### src/rtl/uart_rx_pkg.sv
// Shared types and constants for the UART receive frame controller.
package uart_rx_pkg;

    localparam int DATA_BITS_DEF = 8;
    localparam int DATA_BITS_MAX = 8;

    typedef enum logic [1:0] {
        ST_IDLE   = 2'd0,
        ST_DATA   = 2'd1,
        ST_PARITY = 2'd2,
        ST_STOP   = 2'd3
    } rx_state_e;

    // Expected parity bit for a word; odd=1 selects odd parity.
    function automatic logic calc_parity(input logic [DATA_BITS_MAX-1:0] data, input logic odd);
        return (^data) ^ odd;
    endfunction

endpackage

### src/rtl/uart_rx_out_buf.sv
// Output holding register with valid/ready handshake and overrun detection.
module uart_rx_out_buf #(
    parameter int DATA_BITS = 8
) (
    input  logic                 clk,
    input  logic                 rst_n,
    input  logic                 load,
    input  logic [DATA_BITS-1:0] load_data,
    input  logic                 rx_ready,
    input  logic                 clr,
    output logic [DATA_BITS-1:0] rx_data,
    output logic                 rx_valid,
    output logic                 overrun_err
);

    logic [DATA_BITS-1:0] data_r;
    logic                 valid_r;
    logic                 overrun_r;
    logic                 blocked_s;
    logic                 accept_s;
    logic                 handshake_s;

    // A held word not being taken this cycle blocks any new load.
    assign blocked_s   = valid_r & ~rx_ready;
    assign accept_s    = load & ~blocked_s;
    assign handshake_s = valid_r & rx_ready;

    // Holding register and valid flag.
    always_ff @(posedge clk or negedge rst_n) begin
        if (!rst_n) begin
            data_r  <= {DATA_BITS{1'b0}};
            valid_r <= 1'b0;
        end else if (accept_s) begin
            data_r  <= load_data;
            valid_r <= 1'b1;
        end else if (handshake_s) begin
            data_r  <= data_r;
            valid_r <= 1'b0;
        end else begin
            data_r  <= data_r;
            valid_r <= valid_r;
        end
    end

    // Sticky overrun flag.
    always_ff @(posedge clk or negedge rst_n) begin
        if (!rst_n) begin
            overrun_r <= 1'b0;
        end else if (clr) begin
            overrun_r <= 1'b0;
        end else if (load & blocked_s) begin
            overrun_r <= 1'b1;
        end else begin
            overrun_r <= overrun_r;
        end
    end

    assign rx_data     = data_r;
    assign rx_valid    = valid_r;
    assign overrun_err = overrun_r;

endmodule

### src/rtl/uart_rx_frame_ctrl.sv
// UART receive frame controller: assembles sampled bits into words and tracks frame errors.
// Optional parity checking is built when UART_RX_PARITY_EN is defined.
module uart_rx_frame_ctrl
    import uart_rx_pkg::*;
#(
    parameter int DATA_BITS  = DATA_BITS_DEF,
    parameter bit PARITY_ODD = 1'b0
) (
    input  logic                 clk,
    input  logic                 rst_n,
    input  logic                 start_detected,
    input  logic                 bit_valid,
    input  logic                 bit_sample,
    input  logic                 err_clr,
    input  logic                 rx_ready,
    output logic                 frame_complete,
    output logic                 error_clear,
    output logic [DATA_BITS-1:0] rx_data,
    output logic                 rx_valid,
    output logic                 framing_err,
    output logic                 parity_err,
    output logic                 overrun_err
);

    localparam logic [3:0] LAST_BIT = 4'(DATA_BITS - 1);

    rx_state_e            state_r;
    rx_state_e            state_s;
    logic [3:0]           cnt_r;
    logic [DATA_BITS-1:0] shift_r;
    logic                 start_s;
    logic                 shift_en_s;
    logic                 stop_s;
    logic                 load_s;
    logic                 frame_complete_r;
    logic                 error_clear_r;
    logic                 framing_err_r;
`ifdef UART_RX_PARITY_EN
    logic                 par_chk_s;
    logic                 par_pend_r;
    logic                 parity_err_r;
`endif

    // State register.
    always_ff @(posedge clk or negedge rst_n) begin
        if (!rst_n) begin
            state_r <= ST_IDLE;
        end else begin
            state_r <= state_s;
        end
    end

    // Next-state and per-cycle control strobes; err_clr overrides everything.
    always_comb begin
        state_s    = state_r;
        start_s    = 1'b0;
        shift_en_s = 1'b0;
        stop_s     = 1'b0;
`ifdef UART_RX_PARITY_EN
        par_chk_s  = 1'b0;
`endif
        if (err_clr) begin
            state_s = ST_IDLE;
        end else begin
            case (state_r)
                ST_IDLE: begin
                    if (start_detected) begin
                        state_s = ST_DATA;
                        start_s = 1'b1;
                    end else begin
                        state_s = ST_IDLE;
                    end
                end
                ST_DATA: begin
                    if (bit_valid) begin
                        shift_en_s = 1'b1;
                        if (cnt_r == LAST_BIT) begin
`ifdef UART_RX_PARITY_EN
                            state_s = ST_PARITY;
`else
                            state_s = ST_STOP;
`endif
                        end else begin
                            state_s = ST_DATA;
                        end
                    end else begin
                        state_s = ST_DATA;
                    end
                end
`ifdef UART_RX_PARITY_EN
                ST_PARITY: begin
                    if (bit_valid) begin
                        par_chk_s = 1'b1;
                        state_s   = ST_STOP;
                    end else begin
                        state_s = ST_PARITY;
                    end
                end
`endif
                ST_STOP: begin
                    if (bit_valid) begin
                        stop_s  = 1'b1;
                        state_s = ST_IDLE;
                    end else begin
                        state_s = ST_STOP;
                    end
                end
                default: state_s = ST_IDLE;
            endcase
        end
    end

    assign load_s = stop_s & bit_sample;

    // Bit counter and LSB-first shift register.
    always_ff @(posedge clk or negedge rst_n) begin
        if (!rst_n) begin
            cnt_r   <= 4'd0;
            shift_r <= {DATA_BITS{1'b0}};
        end else if (err_clr || start_s) begin
            cnt_r   <= 4'd0;
            shift_r <= {DATA_BITS{1'b0}};
        end else if (shift_en_s) begin
            cnt_r   <= cnt_r + 4'd1;
            shift_r <= {bit_sample, shift_r[DATA_BITS-1:1]};
        end else begin
            cnt_r   <= cnt_r;
            shift_r <= shift_r;
        end
    end

    // Sampler pulses and sticky framing error.
    always_ff @(posedge clk or negedge rst_n) begin
        if (!rst_n) begin
            frame_complete_r <= 1'b0;
            error_clear_r    <= 1'b0;
            framing_err_r    <= 1'b0;
        end else begin
            frame_complete_r <= stop_s;
            error_clear_r    <= err_clr;
            if (err_clr) begin
                framing_err_r <= 1'b0;
            end else if (stop_s && !bit_sample) begin
                framing_err_r <= 1'b1;
            end else begin
                framing_err_r <= framing_err_r;
            end
        end
    end

`ifdef UART_RX_PARITY_EN
    // A parity mismatch stays pending until the stop bit decides whether the word is kept.
    always_ff @(posedge clk or negedge rst_n) begin
        if (!rst_n) begin
            par_pend_r   <= 1'b0;
            parity_err_r <= 1'b0;
        end else begin
            if (err_clr || start_s) begin
                par_pend_r <= 1'b0;
            end else if (par_chk_s) begin
                par_pend_r <= bit_sample ^ calc_parity(DATA_BITS_MAX'(shift_r), PARITY_ODD);
            end else begin
                par_pend_r <= par_pend_r;
            end
            if (err_clr) begin
                parity_err_r <= 1'b0;
            end else if (load_s && par_pend_r) begin
                parity_err_r <= 1'b1;
            end else begin
                parity_err_r <= parity_err_r;
            end
        end
    end

    assign parity_err = parity_err_r;
`else
    assign parity_err = 1'b0;
`endif

    uart_rx_out_buf #(
        .DATA_BITS (DATA_BITS)
    ) u_out_buf (
        .clk         (clk),
        .rst_n       (rst_n),
        .load        (load_s),
        .load_data   (shift_r),
        .rx_ready    (rx_ready),
        .clr         (err_clr),
        .rx_data     (rx_data),
        .rx_valid    (rx_valid),
        .overrun_err (overrun_err)
    );

    assign frame_complete = frame_complete_r;
    assign error_clear    = error_clear_r;
    assign framing_err    = framing_err_r;

endmodule

### config.mk
export PLATFORM = sky130hd
export DESIGN_NAME = uart_rx_frame_ctrl
export DESIGN_NICKNAME = d
export VERILOG_FILES = /design/src/rtl/uart_rx_pkg.sv /design/src/rtl/uart_rx_out_buf.sv /design/src/rtl/uart_rx_frame_ctrl.sv
export SDC_FILE = /design/constraint.sdc
export NUM_CORES = 1
export LEC_CHECK = 0
export ABC_CLOCK_PERIOD_IN_PS = 1800
export CAP_MARGIN = 20
export CORE_ASPECT_RATIO = 1.75
export CORE_MARGIN = 2
export CORE_UTILIZATION = 45
export CTS_BUF_LIST = sky130_fd_sc_hd__clkbuf_8
export DETAILED_ROUTE_END_ITERATION = 12
export GPL_TIMING_DRIVEN = 0
export PLACE_DENSITY = 0.71
export SLEW_MARGIN = 20
export SYNTH_ARGS = -nofsm -noshare
export SYNTH_HDL_FRONTEND = slang
export SYNTH_HIERARCHICAL = 1
export SYNTH_SLANG_ARGS = --single-unit
### constraint.sdc
create_clock -name clk -period 1.8 [get_ports clk]
set_input_delay 0.18 -clock clk [delete_from_list [all_inputs] [get_ports clk]]
set_output_delay 0.18 -clock clk [all_outputs]
set_load 0.01 [all_outputs]
## Yosys cells after proc, flatten, opt, wreduce, memory -nomap -nowiden

Index checks and enable logic that the tools add are counted.

- $add $sub $neg: 1
- Equality and inequality tests: 3
- Multiplexer cells: 24
- Bitwise gates (word level): 7
- Reduce and logical (&&, ||, !) cells: 8

Operators by type and width:

| operator | count |
|---|---|
| $mux W8 | 2 |
| $mux W1 | 15 |
| $mux W2 | 4 |
| $mux W4 | 2 |
| $reduce_bool A2 Y1 | 4 |
| $pmux W2 S3 | 1 |
| $and A1 B1 Y1 | 5 |
| $add A4 B1 Y4 const B | 1 |
| $eq A4 B3 Y1 const B | 1 |
| $eq A2 B1 Y1 const B | 1 |
| $eq A2 B2 Y1 const B | 1 |
| $logic_not A2 Y1 | 1 |
| $not A1 Y1 | 2 |
| $logic_and A1 B1 Y1 | 1 |
| $logic_not A1 Y1 | 1 |
| $logic_or A1 B1 Y1 | 1 |

- Flip-flop bits (word level): 27
- Bits of input ports: 7
- Output and inout bits: 14
- Word-level logic and storage cells: 52

## Depth between registers and ports, before layout

- Word-level depth: 7
- Depth in mapped cells: 4
- Depth with buffers taken out: 4

## Cells and area by module

Netlist, hierarchy kept.

By module, submodules not included:

| module | instances | cells an instance | area an instance (µm²) | sequential area each (µm²) |
|---|---|---|---|---|
| uart_rx_frame_ctrl | 1 | 65 | 732.0 | 425.4 |
| uart_rx_out_buf | 1 | 24 | 416.6 | 250.2 |

## Worst setup path before layout

No wires, ideal clock.

- Path kind: reg2reg
- Start point: register state_r[0]
- End point: register u_out_buf.data_r[0] (netlist: u_out_buf/rx_data[0])
- Library setup time: 0.125 ns
- Arrival: 1.509 ns
- Required time: 1.675 ns
- Slack: 0.165 ns
- Stages on the path, launching flop included: 5
- Clock period less this slack: 1.635 ns
- Cells stage by stage: dfrtp_1 -> inv_1 -> nor4_1 -> nand2_4 -> mux2_4

- Word-level cells in the longest chain between the ends: 5

RTL lines:

| item | line | RTL |
|---|---|---|
| start, declared | uart_rx_frame_ctrl.sv:27 | `rx_state_e state_r;` |
| start signal, assigned | uart_rx_frame_ctrl.sv:49 | `state_r <= state_s;` |
| $eq A2 B2 Y1 | uart_rx_frame_ctrl.sv:65 | `case (state_r)` |
| $mux W1 | uart_rx_frame_ctrl.sv:65 |  |
| $mux W1 | uart_rx_frame_ctrl.sv:62 | `if (err_clr) begin` |
| $and A1 B1 Y1 | uart_rx_frame_ctrl.sv:113 | `assign load_s = stop_s & bit_sample;` |
| named net load_s | uart_rx_frame_ctrl.sv:34 | `logic load_s;` |
| $and A1 B1 Y1 | uart_rx_out_buf.sv:25 | `assign accept_s = load & ~blocked_s;` |
| end signal, assigned | uart_rx_out_buf.sv:31 | `data_r <= {DATA_BITS{1'b0}};` |
| end signal, assigned | uart_rx_out_buf.sv:34 | `data_r <= load_data;` |
| end signal, assigned | uart_rx_out_buf.sv:37 | `data_r <= data_r;` |
| end, declared | uart_rx_out_buf.sv:16 | `logic [DATA_BITS-1:0] data_r;` |

The timed path passes the listed nets, and every way through them passes these cells.
A chain may end at the register's enable or synchronous reset.

## Worst setup path after layout

- Start point: register state_r[0]
- End point: register u_out_buf.data_r[1] (netlist: u_out_buf/rx_data[1])

The elaborated chain is that of the path after synthesis.

==> metrics.txt <==
outcome finished clean; Yosys cell types 28; DIE AREA around 0.003 mm^2; Slew headroom 61.2%; Fillers 207; Syn Inst Count 89; setup repair bufs after CTS 0; Mapped Nets 97; P&R area growth vs syn 24.3%; sw power 0.000209 W; worst setup margin 0.155 ns; via/cell ratio 5.09; placed standard-cell area 0.00137 mm^2; routing usage on met1 15.7%; post-synthesis sequential area ratio 58.8%; vias in the first global route 737; root buffer cell clkbuf_8; I/O Buffers 19; Synth Warn # 6; Worst Skew ~0.003 ns; Hold Crit Class primary input to async pin; gpl congestion 0.705; Hold Fails Final Rpt 0; CTS Buf Count 3; standard-cell rows 24; Reg clk slew, reported paths 0.09 ns; CP endpoint kind flop; via count 708; H-Tree Depth 1; peak supply drop 565 uV; GRT overflow 0; Worst Path Max Fanout 8; DRC viols 0; Period minus WS final 1.64 ns; PwrDens 700 mW/mm^2; Core Footprint 0.00246 mm^2; wire length per cell 12.8 um; layout cells sized above 1 about 16%; initial antenna violation count 0; Worst R2R Setup Slack about 0.16 ns; CP Class flop to flop; register bit total from synthesis 27; design area between 0.001 and 0.0015 mm^2; count of non-filler cells in the finished layout 139; Antenna Cells 0; CTS tree done; Most used DFF post-synth dfrtp_1; Detailed Route WL 1.78 mm; worst path required time 1.95 ns; largest net degree at the start of global routing 28; final setup fails 0; RSZ-0062 raised after global routing no; Combinational Power Share 6.5%; TritonCTS Sinks 27; starting DRC count in detailed routing 7; Avg Cell Area, Syn 12.9 um^2; Crit-path slowest cell nor4_2; number of routed nets with antenna violations 0; met2 usage approximately a quarter; global-route wire length before repair 3.15 mm; drt first pass iters 2; Ports 21; Period Utilization, post-route 91.4%; Leak 0.730 nW; detailed placer's ending HPWL 1.33 mm; Die X 42.2 um; busiest grt layer met2; Cell Area, Synth 0.00115 mm^2; clock share of power 32.0%; Slowest Stage Delay on Critical Path 0.46 ns; Buf/Inv on CP 1; asr flop ratio synth 100%; CTS Buffer Depth 2; worst path cell trace inv_1, nor4_2, nand2_4, mux2_4; CP startpoint kind flop; Tightest Pin Transition between 0.5 and 0.6 ns; Post-synth EDFFs 0; maximum clock frequency roughly 610 MHz; switching share of power between 20% and 30%; Die Y between 70 and 80 um; fin util 58.0%; Cell Int Power 0.000791 W; Crit path arrival time between 1.5 and 2 ns; All-Layer GR Usage 13.1%; Place WS -0.388 ns; final net count 122; Max Slew Vio Count 0; grt met3 use 1.53%; CP top delay family simple AND/OR/NAND/NOR gates; Flop pwr share 61.5%; Max-cap violations 0; Starting Density 46.6%; # placed instances 134; Clock Latency Late Sink 0.26 ns
==> metrics by stage <==
stage | setup TNS, ns | hold WS, ns | power, W
final | 0 | 0.456 | 0.00100
after global routing | 0 | 0.510 | 0.00104
after detailed placement | -3.13 | 0.215 | 0.000691
after global placement | -2.83 | 0.474 | 0.000690
after floorplan | 0 | -0.116 | 0.000655
after CTS | 0 | 0.474 | 0.00101
==> cell usage after synthesis, types with 2 or more instances <==
cell type  instances  area share [%]
nor2_1            14             4.6
nand4b_1           2             1.5
mux2i_1            9             7.8
buf_4              2             1.3
inv_1              4             1.3
xor2_1             2             1.5
a21oi_1            2            0.87
dfrtp_1           27              59
mux2_4             8              10
==> layer usage <==
metal	routed length (um)	up-vias
met5	0	-
met4	19	0
met3	43	2
met2	944	11
met1	776	346
li1	-	349
==> path summary, 6_finish.rpt <==
| path | cells after the start | endpoint | start |
|---|---|---|---|
| worst max register to register | 4 | u_out_buf/rx_data[1]$_DFFE_PN0P_ | state_r[0]$_DFF_PN0_ |
| worst min register to register | 2 | u_out_buf/overrun_err$_DFFE_PN0P_ | u_out_buf/overrun_err$_DFFE_PN0P_ |
| min in group clk | 2 | u_out_buf/overrun_err$_DFFE_PN0P_ | u_out_buf/overrun_err$_DFFE_PN0P_ |
| worst max-delay path | 4 | u_out_buf/rx_data[1]$_DFFE_PN0P_ | state_r[0]$_DFF_PN0_ |
| worst min-delay path | 2 | u_out_buf/rx_data[4]$_DFFE_PN0P_ | rst_n |
| max in group asynchronous | 2 | shift_r[6]$_DFFE_PN0P_ | rst_n |
==> layout make-up <==
class,count,area [um^2],share of cell area [%]
Clock inverter,1,3.75,0.263
Multi-Input combinational cell,55,444,31.1
Buffer,3,20.0,1.40
Tap cell,26,32.5,2.28
Inverter,4,15.0,1.05
Clock buffer,3,41.3,2.89
Timing Repair Buffer,20,195,13.7
Sequential cell,27,676,47.3
==> power groups by stage <==
stage                     Sequential [W]  Clock, W  Combinational (W)
after floorplan                 0.000626         0          0.0000282
after global placement          0.000626         0          0.0000633
after detailed placement        0.000626         0          0.0000643
after CTS                       0.000614  0.000330          0.0000669
after global routing            0.000615  0.000353          0.0000722
final                           0.000614  0.000320          0.0000650
==> placed cells by master (no fill, tap or decap), drive strengths merged <==
cell type and n:
a21o 1, a21oi 2, a31oi 1, a41oi 1
buf 4, clkbuf 3, clkdlybuf4s50 18, conb 1
dfrtp 27, dlygate4sd3 1, ha 1, inv 5
mux2 8, mux2i 9, nand2 2, nand2b 1
nand3 1, nand3b 1, nand4b 2, nor2 14
nor2b 1, nor3 1, nor3b 1, nor4 1
o21ai 1, o22ai 1, or2b 1, or3 1
xor2 2
==> cell families after synthesis <==
logic type	synth area share [%]
DFF	58.8
and+or+nand+nor	13.1
muxes	18.3
AOI/OAI and AO/OA	3.81
buffers and inverters	3.05
xor gates and xnor gates	1.53
adders and majority gates	1.09
other	0.326
==> sequential cells by signal (all words and copies together), names as in the netlist <==
name                   cells
cnt_r                      4
error_clear                1
frame_complete             1
framing_err                1
shift_r                    8
state_r                    2
u_out_buf/overrun_err      1
u_out_buf/rx_data          8
u_out_buf/rx_valid         1
==> timing repair <==
item	4_1_cts	5_1_grt
hold buffers	1	0
resized for setup	1	0
endpoints found under the setup margin	8	0
endpoints found under the hold margin	27	0
Note: power is estimated with default switching activity, not from simulation.
